**src/rtl/uart_receiver.sv**
```systemverilog
// uart_receiver: serial-to-parallel UART receive stage.
// Frame: start bit (0), DATA_BITS data bits LSB-first, optional even-parity bit, stop bit (1).
// The line is sampled near mid-bit using the shared oversampling tick.
//
// Ports:
//   iClk        system clock, rising edge
//   iRst_n      asynchronous active-low reset
//   iTick       oversample strobe, OVERSAMPLE pulses per bit period
//   iRx         asynchronous serial line, idle high
//   oData       last received data word, held until the next frame completes
//   oValid      one-cycle pulse when oData and the status flags update
//   oParityErr  parity mismatch on the last frame
//   oFrameErr   stop bit sampled low on the last frame
//   oBusy       high from start-edge detection until return to idle
module uart_receiver #(
   parameter int unsigned DATA_BITS  = 8,
   parameter int unsigned OVERSAMPLE = 16,
   parameter int unsigned PARITY_EN  = 1
) (
   input  logic                 iClk,
   input  logic                 iRst_n,
   input  logic                 iTick,
   input  logic                 iRx,
   output logic [DATA_BITS-1:0] oData,
   output logic                 oValid,
   output logic                 oParityErr,
   output logic                 oFrameErr,
   output logic                 oBusy
);

   localparam int unsigned TW = (OVERSAMPLE > 1) ? $clog2(OVERSAMPLE) : 1;
   localparam int unsigned BW = (DATA_BITS > 1) ? $clog2(DATA_BITS) : 1;

   localparam logic [TW-1:0] TickLast = TW'(OVERSAMPLE - 1);
   localparam logic [TW-1:0] TickHalf = TW'(OVERSAMPLE / 2 - 1);
   localparam logic [BW-1:0] BitLast  = BW'(DATA_BITS - 1);

   typedef enum logic [2:0] {
      StIdle,
      StStart,
      StData,
      StParity,
      StStop,
      StBreak
   } state_e;

   state_e                 state_q;
   logic                   rx_meta_q;
   logic                   rxs_q;
   logic [TW-1:0]          tick_cnt_q;
   logic [BW-1:0]          bit_cnt_q;
   logic [DATA_BITS-1:0]   shift_q;
   logic                   par_acc_q;
   logic                   par_err_q;
   logic [DATA_BITS-1:0]   data_q;
   logic                   valid_q;
   logic                   parity_err_q;
   logic                   frame_err_q;
   logic                   busy_q;

   // Sample point inside the current bit: half a bit for the start bit, full bit otherwise.
   logic sample_mid;
   logic sample_full;
   assign sample_mid  = iTick && (tick_cnt_q == TickHalf);
   assign sample_full = iTick && (tick_cnt_q == TickLast);

   // Two-flop synchronizer; resets to the idle line level so reset never looks like a start.
   always_ff @(posedge iClk or negedge iRst_n) begin
      if (!iRst_n) begin
         rx_meta_q <= 1'b1;
         rxs_q     <= 1'b1;
      end else begin
         rx_meta_q <= iRx;
         rxs_q     <= rx_meta_q;
      end
   end

   always_ff @(posedge iClk or negedge iRst_n) begin
      if (!iRst_n) begin
         state_q      <= StIdle;
         tick_cnt_q   <= '0;
         bit_cnt_q    <= '0;
         shift_q      <= '0;
         par_acc_q    <= 1'b0;
         par_err_q    <= 1'b0;
         data_q       <= '0;
         valid_q      <= 1'b0;
         parity_err_q <= 1'b0;
         frame_err_q  <= 1'b0;
         busy_q       <= 1'b0;
      end else begin
         valid_q <= 1'b0;
         case (state_q)
            StIdle: begin
               // Edge detection runs every cycle, independent of iTick.
               if (!rxs_q) begin
                  state_q    <= StStart;
                  tick_cnt_q <= '0;
                  busy_q     <= 1'b1;
               end
            end
            StStart: begin
               if (sample_mid) begin
                  if (rxs_q) begin
                     state_q <= StIdle;
                     busy_q  <= 1'b0;
                  end else begin
                     state_q    <= StData;
                     tick_cnt_q <= '0;
                     bit_cnt_q  <= '0;
                     par_acc_q  <= 1'b0;
                  end
               end else if (iTick) begin
                  tick_cnt_q <= tick_cnt_q + TW'(1);
               end
            end
            StData: begin
               if (sample_full) begin
                  tick_cnt_q <= '0;
                  shift_q    <= {rxs_q, shift_q[DATA_BITS-1:1]};
                  par_acc_q  <= par_acc_q ^ rxs_q;
                  if (bit_cnt_q == BitLast) begin
                     bit_cnt_q <= '0;
                     state_q   <= (PARITY_EN != 0) ? StParity : StStop;
                  end else begin
                     bit_cnt_q <= bit_cnt_q + BW'(1);
                  end
               end else if (iTick) begin
                  tick_cnt_q <= tick_cnt_q + TW'(1);
               end
            end
            StParity: begin
               if (sample_full) begin
                  tick_cnt_q <= '0;
                  par_err_q  <= par_acc_q ^ rxs_q;
                  state_q    <= StStop;
               end else if (iTick) begin
                  tick_cnt_q <= tick_cnt_q + TW'(1);
               end
            end
            StStop: begin
               if (sample_full) begin
                  tick_cnt_q   <= '0;
                  data_q       <= shift_q;
                  parity_err_q <= (PARITY_EN != 0) ? par_err_q : 1'b0;
                  frame_err_q  <= ~rxs_q;
                  valid_q      <= 1'b1;
                  if (rxs_q) begin
                     state_q <= StIdle;
                     busy_q  <= 1'b0;
                  end else begin
                     // Line held low: wait for it to recover before hunting a new start.
                     state_q <= StBreak;
                  end
               end else if (iTick) begin
                  tick_cnt_q <= tick_cnt_q + TW'(1);
               end
            end
            StBreak: begin
               if (rxs_q) begin
                  state_q <= StIdle;
                  busy_q  <= 1'b0;
               end
            end
            default: begin
               state_q <= StIdle;
               busy_q  <= 1'b0;
            end
         endcase
      end
   end

   assign oData      = data_q;
   assign oValid     = valid_q;
   assign oParityErr = parity_err_q;
   assign oFrameErr  = frame_err_q;
   assign oBusy      = busy_q;

endmodule
```
**config.mk**
```make
export PLATFORM = sky130hd
export DESIGN_NAME = uart_receiver
export DESIGN_NICKNAME = d
export VERILOG_FILES = /design/src/rtl/uart_receiver.sv
export SDC_FILE = /design/constraint.sdc
export NUM_CORES = 1
export LEC_CHECK = 0
export BUFFER_PORTS_ARGS = -buffer_cell sky130_fd_sc_hd__buf_2
export CAP_MARGIN = 5
export CORE_ASPECT_RATIO = 0.5
export CORE_MARGIN = 8
export CORE_UTILIZATION = 61
export DETAILED_ROUTE_END_ITERATION = 12
export GPL_TIMING_DRIVEN = 0
export PLACE_DENSITY_LB_ADDON = 0.25
export REMOVE_ABC_BUFFERS = 1
export SLEW_MARGIN = 20
export SYNTH_ARGS = -nofsm -noshare
export SYNTH_HDL_FRONTEND = slang
export SYNTH_SLANG_ARGS = --single-unit
export TNS_END_PERCENT = 1
```
**constraint.sdc**
```tcl
create_clock -name iClk -period 5.6 [get_ports iClk]
set_clock_uncertainty 0.15 [all_clocks]
set_input_delay 0.56 -clock iClk [delete_from_list [all_inputs] [get_ports iClk]]
set_output_delay 0.56 -clock iClk [all_outputs]
set_load 0.01 [all_outputs]
```
# Word level (Yosys, flattened, before mapping)
# Cells that the tools add are included.
# W data, S select, Z words.
[totals]
in_bits = 4
reg_bits = 34
wordCells = 78
[op_classes]
muxes = 31
bitwise_logic = 3
n_addsub = 2
n_reduce_logical = 13
eq_ne = 16
[op_table]
columns = ["op", "n"]
rows = [
  ["$mux W3", 12],
  ["$pmux W3 S6", 1],
  ["$mux W4", 4],
  ["$ne A2 B2 Y1 const B", 8],
  ["$pmux W4 S3", 1],
  ["$eq A3 B3 Y1 const B", 3],
  ["$mux W1", 9],
  ["$reduce_and A4 Y1", 2],
  ["$reduce_and A7 Y1", 1],
  ["$eq A3 B2 Y1 const B", 2],
  ["$pmux W3 S2", 1],
  ["$reduce_and A2 Y1", 3],
  ["$pmux W1 S5", 1],
  ["$add A4 B1 Y4 const B", 1],
  ["$eq A4 B3 Y1 const B", 1],
  ["$eq A4 B4 Y1 const B", 1],
  ["$add A3 B1 Y3 const B", 1],
  ["$eq A3 B1 Y1 const B", 1],
  ["$logic_not A3 Y1", 1],
  ["$reduce_bool A3 Y1", 1],
  ["$reduce_or A3 Y1", 1],
  ["$logic_and A1 B1 Y1", 2],
  ["$mux W2", 1],
  ["$not A1 Y1", 2],
  ["4 further kinds", 4],
]

# Logic depth before layout (Yosys ltp)
[depth]
depth_word = 4
depth_mapped = 6

# Worst setup path before layout
# No wires, ideal clock.
[synth_path]
path_kind = "flip-flop to flip-flop"
from = "register tick_cnt_q[0]"
to = "register state_q[0]"
stages_incl_launch_ff = 6
path_buffers = 0
setup_ns = 0.125
path_slack_ns = 3.689
synth_period_minus_slack_ns = 1.911
arrival_ns = 1.637
cell_sequence = "dfrtp_1 ha_1 and4b_2 o21ai_0 nand2_1 mux2_2"
[synth_via]
elab_chain_len = 4
elab_cells_between_ends = 9
[synth_lines]
columns = ["element", "line_no", "source"]
rows = [
  ["start, declared", "50", "logic [TW-1:0] tick_cnt_q;"],
  ["start signal, assigned", "114", "tick_cnt_q <= tick_cnt_q + TW'(1);"],
  ["start signal, assigned", "129", "tick_cnt_q <= tick_cnt_q + TW'(1);"],
  ["start signal, assigned", "138", "tick_cnt_q <= tick_cnt_q + TW'(1);"],
  ["$eq A4 B4 Y1 or $eq A4 B3 Y1 (tied branches)", "65, 64", ""],
  ["$logic_and A1 B1 Y1, on equally long branches", "65, 64", ""],
  ["$ne A2 B2 Y1 (no source line)", "--", ""],
  ["$reduce_and A7 Y1 (no source line) *", "--", ""],
  ["end signal, assigned", "80", "state_q <= StIdle;"],
  ["end signal, assigned", "97", "state_q <= StStart;"],
  ["end signal, assigned", "105", "state_q <= StIdle;"],
  ["end, declared", "47", "state_e state_q;"],
]
# Every way passes the cells marked *; elsewhere a longest branch is shown, timed or not.
# A chain may end at the register's enable or synchronous reset.

# Final worst setup path
# Same ends and word-level chain as after synthesis.

==> impl_metrics.csv <==
group,metric,value,unit
run_status,status,"finished, final reports clean",
clock_network,holdBufCountCts,0,
job,cap_viol_max_count,0,
clock_network,cts.clk_slew.worst_paths,70,ps
sta,finalHoldViolCount,0,
global_routing,grt_usage,0.1363,
clock_network,cts.path.max_buffers,2,
clock_network,cts.sinks,34,
setup_path,worstPathCellList,"ha_1 -> and4b_2 -> o21ai_0 -> nand2_1 -> mux2_2",
power,internal_power,0.0003938,W
sta,rsz0062_at_grt,"no",
final_layout,instances_no_fill,188,
global_routing,grt.busiest_layer,"met2",
sta,period_needed,2177,ps
drt,via_count,1111,
setup_path,critPathLaunchType,"flop",
synth,synth_top_area_share,0.4834,
sta,setup-tns-final,0,ps
synth,yosysTopAreaCell,"dfrtp_1",
clock_network,cts_resized,0,
global_routing,grt_pass1_wl,5119,um
drt,drt_iter0_markers,28,
global_routing,grt_overflow_total,0,
final_layout,final_area,1792,um2
synth,netlist_area,1657,um2
sta,holdWs,174.2,ps
floorplanning,core,2586,um2
global_routing,use_met2,0.2240,
final_layout,antenna_cells,0,
drt,routed_wl,3013,um
floorplanning,start_util,0.6405,
setup_path,critPathRequiredTime,5620,ps
synth,ys.flop_type,"dfrtp_1",
clock_network,cts_tree,"yes",
placement,place_congestion,0.8661,
drt,drc,0,
floorplanning,fp.dieArea,4741,um2
synth,ys_seq_elements,34,
synth,yosysMostFrequentCell,"dfrtp_1",
synth,synth_edf_count,0,
global_routing,antenna_found_initial,0,
setup_path,worstPathMaxFanout,8,
clock_network,cts_setup_buffers,0,
synth,ys_seq_area_frac,0.5151,
drt,drtPass1Iterations,4,
final_layout,nets,157,
clock_network,cts_buffers,5,
global_routing,met1_usage,0.1599,
setup_path,path_delay_family,"simple AND/OR/NAND/NOR gates",
final_layout,area_delta_synth_final,8.157,%
power,p_leak,0.8806,nW
setup_path,cp.buffers_inverters,0,
sta,setup_viol,0,
placement,dp_hpwl,1964,um
sta,max-slew-margin-rel,0.5147,
power,switching_share,0.2844,
synth,synth_area_leaders,"dfrtp_1, mux2_2, dfstp_2, buf_6, ha_1",
sta,period_share,0.3888,
clock_network,clk_latency,280,ps
global_routing,use_met3,0.04366,
drt,vias_per_cell,5.910,
setup_path,critPathCaptureType,"flop",
floorplanning,die_h,52.85,um
synth,synth_cell_types,45,
power,power.density,307.1,nW/um2
power,power_frac_clock,0.341,
placement,port_buffers,15,
placement,placedCellCount,180,
sta,fmax,0.4593,GHz
clock_network,cts_max_level,2,
synth,synth_commonest_cells,"dfrtp_1, mux2_2, nor2_1",
setup_path,crit_slowest_cell,"dfrtp_1",
synth,synthArstFlopShare,1.000,
global_routing,grt_max_degree,35,
power,power,0.0005503,W
floorplanning,rows,13,
clock_network,root_buffer,"clkbuf_8",
drt,wl_per_cell,16.03,um
floorplanning,die_w,89.70,um
setup_path,slowest_delay,420,ps
drt,ant_nets,0,
final_layout,layout-drive-gt1-share,0.3444,
setup_path,cp.arrival,2200,ps
global_routing,grt_pass1_vias,1064,
placement,post_dp_cell_area,1697,um2
power,pwr-share-seq,0.514,
power,ir_worst_vdd,0.1987,mV
synth,syn_area_per_cell,12.00,um2
synth,yosysWarnings,0,
floorplanning,pin_count,16,
sta,drv_slew,0,
power,p_comb_frac,0.146,
setup_path,path_class,"reg -> reg",
hold_path,hp-class,"in -> async",
sta,worst_slew_pin_slew,728.0,ps
synth,netlist_instances,138,
power,total_switching_power,0.0001565,W
-- cells in the final DEF, fill, tap and decap left out, drive strengths merged, types with 2 or more instances in the layout --
master	n
dfrtp	32
mux2	17
buf	15
nor2	8
o21ai	7
clkbuf	6
inv	5
nand2	5
nand4	4
nand3	3
nor3	3
o2bb2ai	3
a31oi	3
ha	3
o31ai	2
a41o	2
a21oi	2
and3b	2
nand3b	2
a21o	2
a22o	2
dfstp	2
and4	2
-- flip-flops by register name, indices dropped and copies added (netlist names) --
name,flops
par_err_q,1
shift_q,8
bit_cnt_q,3
tick_cnt_q,4
rxs_q,1
oFrameErr,1
oValid,1
oParityErr,1
oBusy,1
par_acc_q,1
rx_meta_q,1
oData,8
state_q,3
-- stage by stage --
step,utilization,setup WS [ps]
2_1_floorplan,-,3689
3_3_place_gp,0.6560,3435
3_5_place_dp,0.6560,3426
4_1_cts,0.6928,3445
5_1_grt,0.6928,3263
6_report,0.6928,3423
-- metal layers --
| layer | vias to the layer above | share of wire |
|---|---|---|
| li1 | 540 | - |
| met1 | 544 | 0.48 |
| met2 | 21 | 0.47 |
| met3 | 6 | 0.037 |
| met4 | 0 | 0.017 |
| met5 | - | 0 |
-- final timing paths --
kind                       slack (ps)           from  cells past startpoint       endpoint
setup / recovery                 3420  tick_cnt_q[0]                      5     state_q[0]
hold / removal                    170         iRst_n                      1  tick_cnt_q[0]
setup reg to reg                 3420  tick_cnt_q[0]                      5     state_q[0]
hold reg to reg                   210      rx_meta_q                      0          rxs_q
max in group asynchronous        4650         iRst_n                      1   bit_cnt_q[2]
min in group iClk                 210      rx_meta_q                      0          rxs_q
-- power by group through the flow --
stage / logic (W) / registers (W) / clock network (W)
final: 0.0000802 / 0.000283 / 0.000187
after global routing: 0.0000905 / 0.000285 / 0.000205
after CTS: 0.0000799 / 0.000282 / 0.000194
after detailed placement: 0.0000798 / 0.000287 / 0
after global placement: 0.0000795 / 0.000287 / 0
after floorplan: 0.0000606 / 0.000281 / 0
-- cell families after synthesis --
logic type      count (synthesis)  synth area share
simple gates                   36            0.1375
flops                          34            0.5151
compound gates                 32            0.1435
mux                            17            0.1156
buf+inv                        15           0.06042
fa+ha+maj                       3           0.02266
xor+xnor                        1          0.005288
-- final cells by class --
cell class / instances / area (um2)
Timing Repair Buffer: 15 / 75.07
Sequential cell: 34 / 853.3
Inverter: 5 / 18.77
Clock buffer: 6 / 82.58
Tap cell: 37 / 46.29
Fill cell: 195 / 794.5
Clock inverter: 2 / 12.51
Multi-Input combinational cell: 89 / 703.2
Power figures use the tool's default switching activity.
